## src/rtl/spi_sel_pkg.sv

```systemverilog
// Shared constants for the MISO slave-select path: channel count, debounce default,
// commit FSM states and the one-hot select codes.
package spi_sel_pkg;

  localparam int N_CH             = 7;
  localparam int DEBOUNCE_DEFAULT = 1000000;  // 20 ms at 50 MHz

  typedef enum logic {IDLE, BUSY} state_t;

  localparam logic [N_CH-1:0] SEL_NONE = 7'b0000000;
  localparam logic [N_CH-1:0] SEL_1    = 7'b0000001;
  localparam logic [N_CH-1:0] SEL_2    = 7'b0000010;
  localparam logic [N_CH-1:0] SEL_3    = 7'b0000100;
  localparam logic [N_CH-1:0] SEL_4    = 7'b0001000;
  localparam logic [N_CH-1:0] SEL_5    = 7'b0010000;
  localparam logic [N_CH-1:0] SEL_6    = 7'b0100000;
  localparam logic [N_CH-1:0] SEL_7    = 7'b1000000;

  function automatic logic [N_CH-1:0] sel_code(input int idx);
    case (idx)
      0:       sel_code = SEL_1;
      1:       sel_code = SEL_2;
      2:       sel_code = SEL_3;
      3:       sel_code = SEL_4;
      4:       sel_code = SEL_5;
      5:       sel_code = SEL_6;
      6:       sel_code = SEL_7;
      default: sel_code = SEL_NONE;
    endcase
  endfunction

endpackage

```

## src/rtl/sw_debounce.sv

```systemverilog
// One switch channel: 2-FF synchroniser, polarity normalisation, stability counter
// and a one-cycle press pulse on each accepted released-to-pressed transition.
module sw_debounce #(
  parameter int DEBOUNCE_CYCLES = 1000000,
  parameter bit SW_ACTIVE_LOW   = 1'b1
) (
  input  logic clk,
  input  logic rst,
  input  logic sw_key,
  output logic press
);

  localparam int               CNT_W        = $clog2(DEBOUNCE_CYCLES);
  localparam logic [CNT_W-1:0] CNT_LAST     = CNT_W'(DEBOUNCE_CYCLES - 1);
  localparam logic             RAW_RELEASED = SW_ACTIVE_LOW;

  logic             sync_p0, sync_p1;
  logic             level;
  logic [CNT_W-1:0] cnt;
  logic             stable_p2, stable_d, press_p3;

  // Internally 1 means pressed regardless of board wiring.
  assign level = sync_p1 ^ RAW_RELEASED;
  assign press = press_p3;

  always_ff @(posedge clk or posedge rst) begin
    if (rst) begin
      sync_p0   <= RAW_RELEASED;
      sync_p1   <= RAW_RELEASED;
      cnt       <= '0;
      stable_p2 <= 1'b0;
      stable_d  <= 1'b0;
      press_p3  <= 1'b0;
    end else begin
      // p0/p1: synchroniser
      sync_p0 <= sw_key;
      sync_p1 <= sync_p0;
      // p2: level must differ from stable for DEBOUNCE_CYCLES straight cycles
      if (level == stable_p2) begin
        cnt <= '0;
      end else if (cnt == CNT_LAST) begin
        stable_p2 <= level;
        cnt       <= '0;
      end else begin
        cnt <= cnt + 1'b1;
      end
      // p3: rising edge of stable; releases are not events
      stable_d <= stable_p2;
      press_p3 <= stable_p2 & ~stable_d;
    end
  end

endmodule

```

## src/rtl/sw_sel_debounce.sv

```systemverilog
// Front-panel slave-select: seven debounced keys feed a toggle/priority pending
// selection that is committed to the MISO flags only while the MCU SPI bus is idle.
module sw_sel_debounce
  import spi_sel_pkg::*;
#(
  parameter int DEBOUNCE_CYCLES = DEBOUNCE_DEFAULT,
  parameter bit SW_ACTIVE_LOW   = 1'b1
) (
  input  logic clk,
  input  logic rst,
  input  logic sw_key1,
  input  logic sw_key2,
  input  logic sw_key3,
  input  logic sw_key4,
  input  logic sw_key5,
  input  logic sw_key6,
  input  logic sw_key7,
  input  logic mcu_spi_cs_n,
  output logic sw_flag1,
  output logic sw_flag2,
  output logic sw_flag3,
  output logic sw_flag4,
  output logic sw_flag5,
  output logic sw_flag6,
  output logic sw_flag7,
  output logic sel_change
);

  logic [N_CH-1:0] keys, press;
  logic [N_CH-1:0] sel_p, pending, pending_nxt, flags, flags_nxt;
  logic            cs_sync_p0, cs_sync_p1, sel_change_nxt;
  state_t          state, state_nxt;

  assign keys = {sw_key7, sw_key6, sw_key5, sw_key4, sw_key3, sw_key2, sw_key1};

  for (genvar i = 0; i < N_CH; i++) begin : g_ch
    sw_debounce #(
      .DEBOUNCE_CYCLES(DEBOUNCE_CYCLES),
      .SW_ACTIVE_LOW  (SW_ACTIVE_LOW)
    ) u_ch (
      .clk   (clk),
      .rst   (rst),
      .sw_key(keys[i]),
      .press (press[i])
    );
  end

  // Lowest index wins among simultaneous presses; pressing the pending key clears it.
  always_comb begin
    sel_p = SEL_NONE;
    for (int i = N_CH - 1; i >= 0; i--) begin
      if (press[i]) sel_p = sel_code(i);
    end
    pending_nxt = pending;
    if (sel_p != SEL_NONE) pending_nxt = (sel_p == pending) ? SEL_NONE : sel_p;
  end

  // The cycle that sees cs_n high again is already the first idle cycle, so it may commit.
  always_comb begin
    state_nxt      = state;
    flags_nxt      = flags;
    sel_change_nxt = 1'b0;
    case (state)
      IDLE: begin
        if (!cs_sync_p1) begin
          state_nxt = BUSY;
        end else if (pending != flags) begin
          flags_nxt      = pending;
          sel_change_nxt = 1'b1;
        end
      end
      BUSY: begin
        if (cs_sync_p1) begin
          state_nxt = IDLE;
          if (pending != flags) begin
            flags_nxt      = pending;
            sel_change_nxt = 1'b1;
          end
        end
      end
      default: state_nxt = IDLE;
    endcase
  end

  always_ff @(posedge clk or posedge rst) begin
    if (rst) begin
      cs_sync_p0 <= 1'b1;
      cs_sync_p1 <= 1'b1;
      pending    <= SEL_NONE;
      state      <= IDLE;
      flags      <= SEL_NONE;
      sel_change <= 1'b0;
    end else begin
      cs_sync_p0 <= mcu_spi_cs_n;
      cs_sync_p1 <= cs_sync_p0;
      pending    <= pending_nxt;
      state      <= state_nxt;
      flags      <= flags_nxt;
      sel_change <= sel_change_nxt;
    end
  end

  assign {sw_flag7, sw_flag6, sw_flag5, sw_flag4, sw_flag3, sw_flag2, sw_flag1} = flags;

endmodule

```

## config.mk

```make
export PLATFORM = sky130hd
export DESIGN_NAME = sw_sel_debounce
export DESIGN_NICKNAME = d
export VERILOG_FILES = /design/src/rtl/spi_sel_pkg.sv /design/src/rtl/sw_debounce.sv /design/src/rtl/sw_sel_debounce.sv
export SDC_FILE = /design/constraint.sdc
export NUM_CORES = 1
export LEC_CHECK = 0
export ABC_AREA = 0
export CAP_MARGIN = 30
export CELL_PAD_IN_SITES_DETAIL_PLACEMENT = 0
export CELL_PAD_IN_SITES_GLOBAL_PLACEMENT = 1
export CORE_ASPECT_RATIO = 1.25
export CORE_UTILIZATION = 40
export CTS_CLUSTER_SIZE = 20
export DETAILED_ROUTE_END_ITERATION = 10
export PLACE_DENSITY = 0.77
export SETUP_SLACK_MARGIN = 0.5
export SLEW_MARGIN = 20
export SYNTH_ARGS = -nofsm -noshare
export SYNTH_HDL_FRONTEND = slang
export SYNTH_HIERARCHICAL = 1
export SYNTH_SLANG_ARGS = --single-unit
```

## constraint.sdc

```tcl
create_clock -name clk -period 2.65 [get_ports clk]
set_input_delay 0.3975 -clock clk [delete_from_list [all_inputs] [get_ports clk]]
set_output_delay 0.3975 -clock clk [all_outputs]
set_load 0.03 [all_outputs]
```

# --- Yosys cells after proc, flatten, opt, wreduce, memory -nomap -nowiden ---
# Cells that the tools add are included.
classes:
  n_addsub: 7
  n_eq_ne: 16
  n_mux: 26
  bitwise_logic: 28
  n_reduce_logical: 9
ops:
  columns: ["op", "count"]
  rows:
  - ["two-way mux 20 bit", 14]
  - ["adder 20 x 1 -> 20 bit (second input constant)", 7]
  - ["equality test 20 bit (second input constant)", 7]
  - ["two-way mux 7 bit", 10]
  - ["inverter 1 bit", 21]
  - ["AND reduction 2 bit", 8]
  - ["AND 1 bit", 7]
  - ["equality test 1 bit", 7]
  - ["equality test 7 bit", 1]
  - ["!= test 7 bit", 1]
  - ["nonzero test 7 bit", 1]
  - ["two-way mux 1 bit", 2]
totals:
  register_bits: 192
  in_bits: 10
  output_inout_bits: 8

# --- Longest topological paths before layout ---
# Gate-level depths: netlist (run 1).
depth:
  ltp_word: 9
  depth_mapped: 5
  ltp_nobuf: 5

# --- By module ---
# Netlist (run 1), hierarchy kept.
by_module_without_submodules:
  columns: ["module", "n_inst", "cells_each", "area_per_inst_um2", "seq_area_each_um2"]
  rows:
  - ["sw_debounce", 7, 113, 1207.4, 628.1]
  - ["sw_sel_debounce", 1, 74, 880.8, 427.9]

# --- Least setup slack after synthesis (run 1) ---
# Ideal clock, no wire load.
synth_path:
  path_kind: "register to register"
  startpoint: "register g_ch[0].u_ch.cnt[0]"
  endpoint: "register g_ch[0].u_ch.cnt[18]"
  setup_ps: 141
  arrival_ps: 1502
  t_required_ps: 2509
  setup_slack_ps: 1008
  path_stages_with_launch: 6
  path_buffers: 0
  period_less_slack_ps: 1642
  path_cell_list: "dfrtp_1 > ha_1 > nand4_1 > nor4_1 > mux2i_1 > nor3_1"
synth_via:
  elab_chain_cells: 3
synth_lines:
  columns: ["element", "line", "text"]
  rows:
  - ["start, declared", "sw_debounce.sv:19", "logic [CNT_W-1:0] cnt;"]
  - ["start signal, assigned", "sw_debounce.sv:45", "cnt <= cnt + 1'b1;"]
  - ["adder 20 x 1 -> 20 bit or equality test 20 bit (tied branches)", "sw_debounce.sv:45, sw_debounce.sv:41", null]
  - ["two-way mux 20 bit (*)", "sw_debounce.sv:41", "end else if (cnt == CNT_LAST) begin"]
  - ["two-way mux 20 bit (*)", "sw_debounce.sv:39", "if (level == stable_p2) begin"]
# Every way passes the cells marked *; elsewhere a longest branch is shown, timed or not.
# A chain may end at the register's enable or synchronous reset.

# --- Worst setup path in the final report (run 1) ---
layout_path:
  startpoint: "register flags[4]"
  endpoint: "output sw_flag5"
layout_lines:
  columns: ["element", "line", "text"]
  rows:
  - ["start, declared", "sw_sel_debounce.sv:30", "logic [N_CH-1:0] sel_p, pending, pending_nxt, flags, flags_nxt;"]
  - ["start signal, assigned", "sw_sel_debounce.sv:98", "flags <= flags_nxt;"]
  - ["end, declared", "sw_sel_debounce.sv:23", "output logic sw_flag5,"]
# No word-level cell between the ends.

==> impl_metrics.csv, run 1 <==
group,metric,value,unit
run_status,status,"complete, no violations",
cells_and_area,layout_common_cells,"176 x dfrtp_1, 123 x nor2_1, 60 x xnor2_1, 57 x nand2_1, 45 x xor2_1",
pwr,vdd_drop_max,407,uV
route,vias,6347,
job,drv_cap,0,
route,wirelength,17.3,mm
route,drc,0,
sta,finalSetupTns,0,ps
logic_synthesis,ys_seq_elements,192,
logic_synthesis,syn-cell-area,0.00933,mm^2
worst_setup_path,crit_arrival,1590,ps
sta,slew_headroom,0.559,
route,routedWlPerCell,14.4,um
hold_path,hp-class,"flop to flop",
cells_and_area,antenna_cells,0,
sta,fin_crit_sh,0.752,
worst_setup_path,crit_path_max_incr_delay,730,ps
pwr,combPwrFrac,0.033,
global_route,grtUsageMet2,0.259,
worst_setup_path,path_delay_family,"buffers and inverters",
clocking,cts_tree,"done",
clocking,clk_pin_slew,70,ps
die,io_pins,18,
global_route,grt_first_pass_wirelength,30.6,mm
place,place_ws,711,ps
logic_synthesis,synth_edf_count,0,
clocking,cts_buffers,17,
die,start_util,0.406,
place,numPlacedInstances,1169,
cells_and_area,fin_util,0.455,
die,die_w,139,um
pwr,power.internal,4.48,mW
logic_synthesis,ys_seq_area_frac,0.517,
logic_synthesis,syn_nets,882,
sta,fmax,502,MHz
die,rows,62,
sta,fin_skew,15.5,ps
sta,setup_viol,0,
clocking,cts_buffer_depth,2,
clocking,htreeDepth,4,
worst_setup_path,crit_path_end_kind,"output port",
cells_and_area,regArea,0.00482,mm^2
cells_and_area,n_fill_cell,2158,
route,drtPass1Iterations,4,
logic_synthesis,synthCells,865,
logic_synthesis,synth_top_family_by_area,"simple AND/OR/NAND/NOR gates",
route,drt_iter0_drc,305,
global_route,overflow,0,
worst_setup_path,cp-start-kind,"flop",
logic_synthesis,async_flop_share,1.00,
logic_synthesis,synthAdderAreaFrac,0.00938,
logic_synthesis,synth-xor-area-share,0.0985,
place,place_congestion,0.756,
cells_and_area,final_nets,917,
global_route,met1_usage,0.205,
worst_setup_path,cp_num_buf_inv,1,
worst_setup_path,cp_slowest_cell,"clkdlybuf4s50_1",
logic_synthesis,ys_warn_count,6,
global_route,grt_max_degree,26,
logic_synthesis,synth_cell_types,46,
pwr,p_total,5.77,mW
worst_setup_path,path_class,"flop to output port",
global_route,top_usage_layer,"met2",
sta,hold_violations,0,
die,core,0.0230,mm^2
clocking,cts_num_sinks,192,
global_route,met3_usage,0.0249,
sta,worst_slew_pin_slew,661,ps
worst_setup_path,worstPathCellList,"clkdlybuf4s50_1",
clocking,root_buffer,"clkbuf_16",
clocking,cts_resized,0,
clocking,cts_setup_buffers,0,
worst_setup_path,path_max_fanout,3,
cells_and_area,syn_to_final_growth,11.9,%
cells_and_area,final_cells,1201,
cells_and_area,multi_input_area,0.00430,mm^2
global_route,antenna_found_initial,0,
logic_synthesis,ys.flop_type,"dfrtp_1",
global_route,grt_usage,0.156,
sta,finalMaxSlewViolations,0,
die,die_h,173,um
logic_synthesis,synth-compound-area-share,0.0770,
pwr,p_leak,4.57,nW
pwr,p_seq_frac,0.522,
pwr,power.density,553,mW/mm^2
place,port_buffers,17,
global_route,grt_pass1_vias,6391,
pwr,power_frac_clock,0.445,
sta,fin_ws,658,ps
place,hpwl,11.7,mm
cells_and_area,final_common_cell,"dfrtp_1",
route,postRouteAntennaNets,0,
clocking,postCtsHoldBufs,0,
cells_and_area,drive_above_1_share,0.125,
pwr,netSwitchingFraction,0.224,
logic_synthesis,avgSynthCellArea,10.8,um^2
pwr,p_sw,1.29,mW
die,die_area,0.0240,mm^2
sta,fin_crit,1990,ps
sta,rsz0062_at_grt,"false",
route,vias_per_cell,5.28,
clocking,clk_latency,430,ps
logic_synthesis,yosys-mux-area-fraction,0.0235,
worst_setup_path,critPathRequiredTime,2250,ps
logic_synthesis,synth-simple-area-share,0.252,
==> flip-flops by register name (all words and copies together), names as in the netlist <==
signal	flops
g_ch.u_ch/sync_p0	7
g_ch.u_ch/cnt	140
g_ch.u_ch/stable_d	7
g_ch.u_ch/press	7
flags	7
cs_sync_p0	1
pending	7
g_ch.u_ch/sync_p1	7
sel_change	1
g_ch.u_ch/stable_p2	7
cs_sync_p1	1
==> metrics by stage <==
step	instance area (um^2)	hold slack [ps]
after floorplan	9330	322
after global placement	9850	346
after detailed placement	9850	347
after CTS	10400	355
after global routing	10400	357
final	10400	357
==> worst register-to-register path, cell delays in order (launching register included) <==
cell and delay (ps):
dfrtp_1 380, ha_1 250, nand4_1 260, nor4_1 580, mux2i_1 260, nor3_1 70
==> worst paths after layout <==
| kind | startpoint | endpoint | slack (ps) | cells past startpoint |
|---|---|---|---|---|
| hold reg to reg | cs_sync_p0 | cs_sync_p1 | 360 | 0 |
| max in group asynchronous | rst | pending[1] | 1450 | 2 |
| setup reg to reg | g_ch[0].u_ch/cnt[0] | g_ch[0].u_ch/cnt[18] | 710 | 5 |
| setup / recovery | flags[4] | sw_flag5 | 660 | 1 |
| hold / removal | cs_sync_p0 | cs_sync_p1 | 360 | 0 |
| min in group asynchronous | rst | g_ch[4].u_ch/stable_p2 | 570 | 2 |
==> kinds of logic (layout without fill, tap and decap cells) <==
kind of cell               Yosys count  after routing
and+or+nand+nor                    413            413
DFF                                192            192
xor gates and xnor gates           105            105
AOI/OAI and AO/OA                   87             87
buffers and inverters               40             88
muxes                               21             21
adders and majority gates            7              7
==> metal layers <==
metal	wire [um]	part of all wire
met3	286	0.017
met1	8360	0.48
met4	212	0.012
met5	0	0
met2	8450	0.49
==> cell type report <==
cell class,instances,area share
Sequential cell,192,0.462
Multi-Input combinational cell,633,0.411
Clock buffer,19,0.0424
Tap cell,288,0.0345
Timing Repair Buffer,31,0.0264
Clock inverter,13,0.0144
Inverter,25,0.00899
==> synthesized netlist by cell type, types with 2 or more instances <==
cell type	count	area share
a21o_2	7	0.0066
a21oi_1	30	0.016
a32o_2	5	0.0060
and3_1	14	0.0094
and3_4	7	0.0084
and4_1	21	0.020
buf_2	7	0.0038
buf_6	7	0.0084
dfrtp_1	176	0.47
dfstp_2	16	0.045
ha_1	7	0.0094
inv_1	25	0.010
mux2_2	7	0.0084
mux2i_1	14	0.015
nand2_1	57	0.023
nand3_1	42	0.023
nand3_2	8	0.0086
nand4_1	37	0.025
nand4b_1	2	0.0019
nand4b_4	7	0.018
nor2_1	123	0.049
nor3_1	24	0.013
nor4_1	28	0.019
nor4b_1	7	0.0066
nor4bb_1	2	0.0021
o21a_1	2	0.0016
o21ai_0	14	0.0075
o21ai_1	2	0.0011
o31ai_1	15	0.012
o41ai_4	7	0.021
or3_1	14	0.0094
or4_1	14	0.011
xnor2_1	60	0.056
xor2_1	45	0.042
==> power groups by stage <==
stage	sequential, mW	combinational (mW)	clock (mW)
final	3.01	0.193	2.57
after global routing	3.02	0.225	2.77
after CTS	3.01	0.201	2.66
after detailed placement	3.07	0.200	0
after global placement	3.06	0.200	0
after floorplan	3.06	0.142	0
No activity file was read; power rests on OpenSTA's default activity.
==> inputs of run 2 (changes only) <==
--- a/config.mk
+++ b/config.mk
@@ -13,7 +13,7 @@
 export CORE_UTILIZATION = 40
 export CTS_CLUSTER_SIZE = 20
 export DETAILED_ROUTE_END_ITERATION = 10
-export PLACE_DENSITY = 0.77
+export PLACE_DENSITY = 0.79
 export SETUP_SLACK_MARGIN = 0.5
 export SLEW_MARGIN = 20
 export SYNTH_ARGS = -nofsm -noshare
==> constraint.sdc (replaced) <==
create_clock -name clk -period 1.7 [get_ports clk]
set_input_delay 0.255 -clock clk [delete_from_list [all_inputs] [get_ports clk]]
set_output_delay 0.255 -clock clk [all_outputs]
set_load 0.03 [all_outputs]
==> impl_metrics.csv, run 2 (same netlist as run 1, synthesis figures left out) <==
group,metric,value,unit
sta,fin_crit_sh,1.03,
place,hpwl,13.1,mm
worst_setup_path,rrSetupSlack,-60,ps
clocking,clk_latency,430,ps
pwr,p_leak,5.83,nW
cells_and_area,final_cells,1390,
sta,rsz0062_at_grt,"true",
global_route,grt_usage,0.181,
place,place_ws,25.5,ps
die,die_w,139,um
worst_setup_path,rr_startpoint,"g_ch[2].u_ch/cnt[7]",
route,drtPass1Iterations,9,
place,place_congestion,0.780,
die,die_area,0.0240,mm^2
die,die_h,173,um
die,io_pins,18,
sta,slew_headroom,0.692,
sta,hold_slack,172,ps
worst_setup_path,rr_endpoint,"g_ch[2].u_ch/cnt[10]",
place,placed_area,0.0106,mm^2
global_route,overflow,0,
worst_setup_path,critPathRequiredTime,2010,ps
pwr,p_total,9.46,mW
cells_and_area,final_nets,1106,
cells_and_area,n_fill_cell,1831,
pwr,power.internal,7.42,mW
sta,fin_ws,-58.1,ps
global_route,grt_pass1_vias,7643,
worst_setup_path,r2r_cells,5,
worst_setup_path,crit_path_max_incr_delay,490,ps
cells_and_area,largest_reg_flops,140,
worst_setup_path,cp_num_buf_inv,1,
worst_setup_path,crit_path_end_kind,"flop",
route,drt_iter0_drc,348,
route,wirelength,21.5,mm
sta,fin_skew,9.30,ps
route,vias_per_cell,5.33,
worst_setup_path,worstPathCellList,"nor4_4 -> nand2_2 -> o41ai_4 -> buf_4 -> nor2_1",
route,postRouteAntennaNets,0,
global_route,antenna_found_initial,0,
clocking,cts_num_sinks,192,
worst_setup_path,path_delay_family,"simple AND/OR/NAND/NOR gates",
pwr,vdd_drop_max,621,uV
cells_and_area,fin_area,0.0133,mm^2
die,core,0.0230,mm^2
cells_and_area,multi_input_area,0.00549,mm^2
worst_setup_path,crit_arrival,2070,ps
sta,fin_crit,1760,ps
cells_and_area,syn_to_final_growth,43.0,%
clocking,htreeDepth,4,
sta,hold_violations,0,
worst_setup_path,path_class,"flop to flop",
clocking,clk_pin_slew,60,ps
pwr,power.density,709,mW/mm^2
sta,worst_slew_pin_slew,460,ps
clocking,root_buffer,"clkbuf_16",
sta,finalSetupTns,-772,ps
clocking,cts_tree,"done",
clocking,cts_buffers,17,
sta,fmax,569,MHz
cells_and_area,final_common_cell,"buf_4",
cells_and_area,fin_util,0.581,
route,drc,3,
global_route,grt_max_degree,25,
worst_setup_path,path_max_fanout,5,
sta,setup_viol,19,
sta,finalMaxSlewViolations,0,
run_status,status,"finished, violations left",
pwr,p_sw,2.04,mW
worst_setup_path,startpoint,"g_ch[2].u_ch/cnt[7]",
pwr,combPwrFrac,0.057,
clocking,postCtsHoldBufs,0,
route,routedWlPerCell,15.5,um
worst_setup_path,cp_slowest_cell,"o41ai_4",
route,vias,7415,
clocking,cts_buffer_depth,2,
die,start_util,0.406,
cells_and_area,regArea,0.00487,mm^2
global_route,grt_first_pass_wirelength,35.8,mm
place,numPlacedInstances,1243,
hold_path,hp-class,"input port to async pin",
pwr,p_seq_frac,0.497,
place,port_buffers,17,
pwr,netSwitchingFraction,0.215,
cells_and_area,drive_above_1_share,0.484,
job,drv_cap,0,
run_status,violations,"DRC, setup timing",
worst_setup_path,cp-start-kind,"flop",
die,rows,62,
pwr,power_frac_clock,0.446,
cells_and_area,antenna_cells,0,
cells_and_area,regMostFlops,"g_ch.u_ch/cnt",
cells_and_area,layout_common_cells,"164 x buf_4, 138 x dfrtp_1, 57 x xnor2_1, 50 x nor2_4, 47 x nand2_1",
==> run 2: worst max path at each step <==
stage | cells after the start | to | slack (ps)
global route | 5 | g_ch[2].u_ch/cnt[14] | -100
finish | 5 | g_ch[2].u_ch/cnt[10] | -60
detailed placement | 5 | pending[2] | 30
global placement | 5 | g_ch[0].u_ch/cnt[18] | 30
CTS | 5 | g_ch[2].u_ch/cnt[4] | 90
floorplan | 5 | g_ch[1].u_ch/cnt[10] | 80
==> run 2: power groups by stage <==
stage,Clock (mW),Sequential [mW],Combinational (mW)
floorplan,0,4.77,0.224
global placement,0,4.78,0.373
detailed placement,0,4.78,0.379
CTS,4.31,4.70,0.448
global route,4.52,4.71,0.596
finish,4.22,4.70,0.537
==> run 2: routing by layer <==
layer  share of wire  wire length [um]  track usage
met1            0.41              8890        0.217
met2            0.54             11600        0.327
met5               0                 0            0
met4           0.024               516       0.0741
met3           0.024               510       0.0260
==> run 2: cell type report <==
cell class	instances	area share
flip-flops and latches	192	0.365
inverters	25	0.00703
multi-input cells	633	0.411
clock inverters	9	0.0116
clock buffers	23	0.0351
repair buffers	220	0.143
well taps	288	0.0270
==> run 2: what timing repair did <==
action / CTS / global route
resized for setup: 173 / 216
pin swaps: 87 / 57
gates cloned: 4 / 2
setup endpoints to repair: 163 / 163
setup buffers: 72 / 37
==> inputs of run 3 (changes only) <==
--- a/config.mk
+++ b/config.mk
@@ -11,9 +11,10 @@
 export CELL_PAD_IN_SITES_GLOBAL_PLACEMENT = 1
 export CORE_ASPECT_RATIO = 1.25
 export CORE_UTILIZATION = 40
+export CTS_CLUSTER_DIAMETER = 150
 export CTS_CLUSTER_SIZE = 20
 export DETAILED_ROUTE_END_ITERATION = 10
-export PLACE_DENSITY = 0.79
+export PLACE_DENSITY = 0.74
 export SETUP_SLACK_MARGIN = 0.5
 export SLEW_MARGIN = 20
 export SYNTH_ARGS = -nofsm -noshare
==> impl_metrics.csv, run 3 (same netlist as run 1, synthesis figures left out) <==
group,metric,value,unit
clocking,cts_buffers,17,
cells_and_area,n_fill_cell,1868,
die,rows,62,
global_route,grt_first_pass_wirelength,36.3,mm
cells_and_area,largest_reg_flops,140,
clocking,cts_num_sinks,192,
sta,fmax,596,MHz
hold_path,hp-class,"input port to flop",
pwr,p_leak,5.87,nW
cells_and_area,fin_util,0.579,
worst_setup_path,crit_path_end_kind,"flop",
die,die_area,0.0240,mm^2
die,die_w,139,um
place,place_congestion,0.781,
run_status,status,"finished, violations left",
die,core,0.0230,mm^2
hold_path,min-delay-start,"sw_key1",
sta,hold_violations,0,
route,vias_per_cell,5.34,
sta,slew_headroom,0.738,
cells_and_area,syn_to_final_growth,42.5,%
die,io_pins,18,
hold_path,hold_path_depth,1,
job,drv_cap,0,
sta,fin_crit,1680,ps
clocking,postCtsHoldBufs,0,
clocking,clk_latency,440,ps
worst_setup_path,r2r_cells,6,
cells_and_area,regMostFlops,"g_ch.u_ch/cnt",
sta,worst_slew_pin_slew,390,ps
global_route,grt_usage,0.185,
place,hpwl,13.1,mm
cells_and_area,drive_above_1_share,0.468,
die,start_util,0.406,
place,port_buffers,17,
route,routedWlPerCell,15.4,um
worst_setup_path,rr_startpoint,"g_ch[6].u_ch/cnt[18]",
clocking,root_buffer,"clkbuf_16",
clocking,cts_tree,"done",
pwr,power.density,722,mW/mm^2
route,wirelength,21.6,mm
route,drc,1,
pwr,vdd_drop_max,693,uV
global_route,overflow,0,
worst_setup_path,rr_endpoint,"g_ch[6].u_ch/cnt[3]",
clocking,clk_pin_slew,80,ps
place,place_ws,30.8,ps
route,drtPass1Iterations,8,
worst_setup_path,crit_arrival,2000,ps
route,postRouteAntennaNets,0,
hold_path,worstHoldEndpoint,"g_ch[0].u_ch/sync_p0",
global_route,grt_max_degree,26,
global_route,met1_usage,0.216,
cells_and_area,final_common_cell,"buf_4",
sta,setup_viol,0,
run_status,violations,"DRC",
worst_setup_path,cp-start-kind,"flop",
clocking,cts_buffer_depth,2,
worst_setup_path,path_max_fanout,4,
global_route,met3_usage,0.0296,
worst_setup_path,path_class,"flop to flop",
global_route,grt_pass1_vias,7703,
cells_and_area,final_nets,1117,
cells_and_area,layout_common_cells,"180 x buf_4, 158 x dfrtp_1, 57 x xnor2_1, 51 x nand2_1, 45 x xor2_1",
cells_and_area,regArea,0.00485,mm^2
cells_and_area,antenna_cells,0,
global_route,grtUsageMet2,0.341,
worst_setup_path,critPathRequiredTime,2020,ps
worst_setup_path,rrSetupSlack,20,ps
cells_and_area,multi_input_area,0.00537,mm^2
route,vias,7479,
route,drt_iter0_drc,309,
global_route,top_usage_layer,"met2",
clocking,htreeDepth,4,
sta,finalMaxSlewViolations,0,
sta,rsz0062_at_grt,"true",
sta,fin_crit_sh,0.986,
die,die_h,173,um
sta,fin_ws,23.5,ps
global_route,antenna_found_initial,0,
sta,fin_skew,15.9,ps
==> run 3: cell count changes in the layout (fill, tap and decap cells not counted), moves of 6 or more <==
cell / change
dfrtp_1: +20
dfrtp_2: -20
buf_4: +16
nor2_4: -7
buf_6: -6
nor2_1: +6
nor4_2: +6
==> run 3: worst max-delay path by stage <==
stage | slack, ps | depth (start not counted) | start | end
4_1_cts | 100 | 5 | g_ch[3].u_ch/press | pending[2]
5_1_grt | -40 | 6 | g_ch[6].u_ch/cnt[10] | g_ch[6].u_ch/cnt[3]
2_1_floorplan | 80 | 5 | g_ch[1].u_ch/cnt[16] | g_ch[1].u_ch/cnt[10]
3_5_place_dp | 30 | 5 | g_ch[3].u_ch/press | pending[5]
6_report | 20 | 6 | g_ch[6].u_ch/cnt[18] | g_ch[6].u_ch/cnt[3]
3_3_place_gp | 20 | 5 | g_ch[3].u_ch/press | pending[5]
==> run 3: metal layers <==
layer / vias to the layer above / wire, um / part of all wire
li1: 3598 / - / -
met1: 3756 / 8990 / 0.42
met2: 99 / 11900 / 0.55
met3: 26 / 447 / 0.021
met4: 0 / 336 / 0.016
met5: - / 0 / 0
==> run 3: timing repair <==
item | 4_1_cts | 5_1_grt
setup endpoints to repair | 163 | 163
setup buffers | 98 | 20
gates cloned | 8 | 1
pin swaps | 106 | 25
gates resized for setup | 188 | 163
==> run 3: final cells by class <==
cell class                 instances  share of cell area
sequential                       192               0.365
multi-input combinational        633               0.404
tap                              288              0.0271
clock inverter                    15              0.0167
inverter                          25             0.00706
timing repair buffer             231               0.149
clock buffer                      17              0.0320
==> run 3: critical path, cell delays in order, from the launching register on <==
cell	delay, ps
dfrtp_1	370
and3_4	210
nand4b_4	130
o41ai_4	490
buf_4	190
buf_8	130
nor2_2	40
==> run 3: power by group <==
group,internal [mW],switching (mW)
combinational,0.231,0.300
sequential,4.64,0.0574
clock,2.40,1.96
total,7.27,2.32
==> run 3: metrics by stage <==
| step | power (mW) | hold WS, ps | instance area (um^2) | setup TNS, ps | instances |
|---|---|---|---|---|---|
| after floorplan | 4.99 | 180 | 9420 | 0 | 865 |
| after global placement | 5.14 | 346 | 10500 | 0 | 1242 |
| after detailed placement | 5.15 | 347 | 10500 | 0 | 1242 |
| after CTS | 9.65 | 199 | 12500 | 0 | 1380 |
| after global routing | 9.95 | 211 | 13300 | -269 | 1401 |
| final | 9.59 | 217 | 13300 | 0 | 1401 |
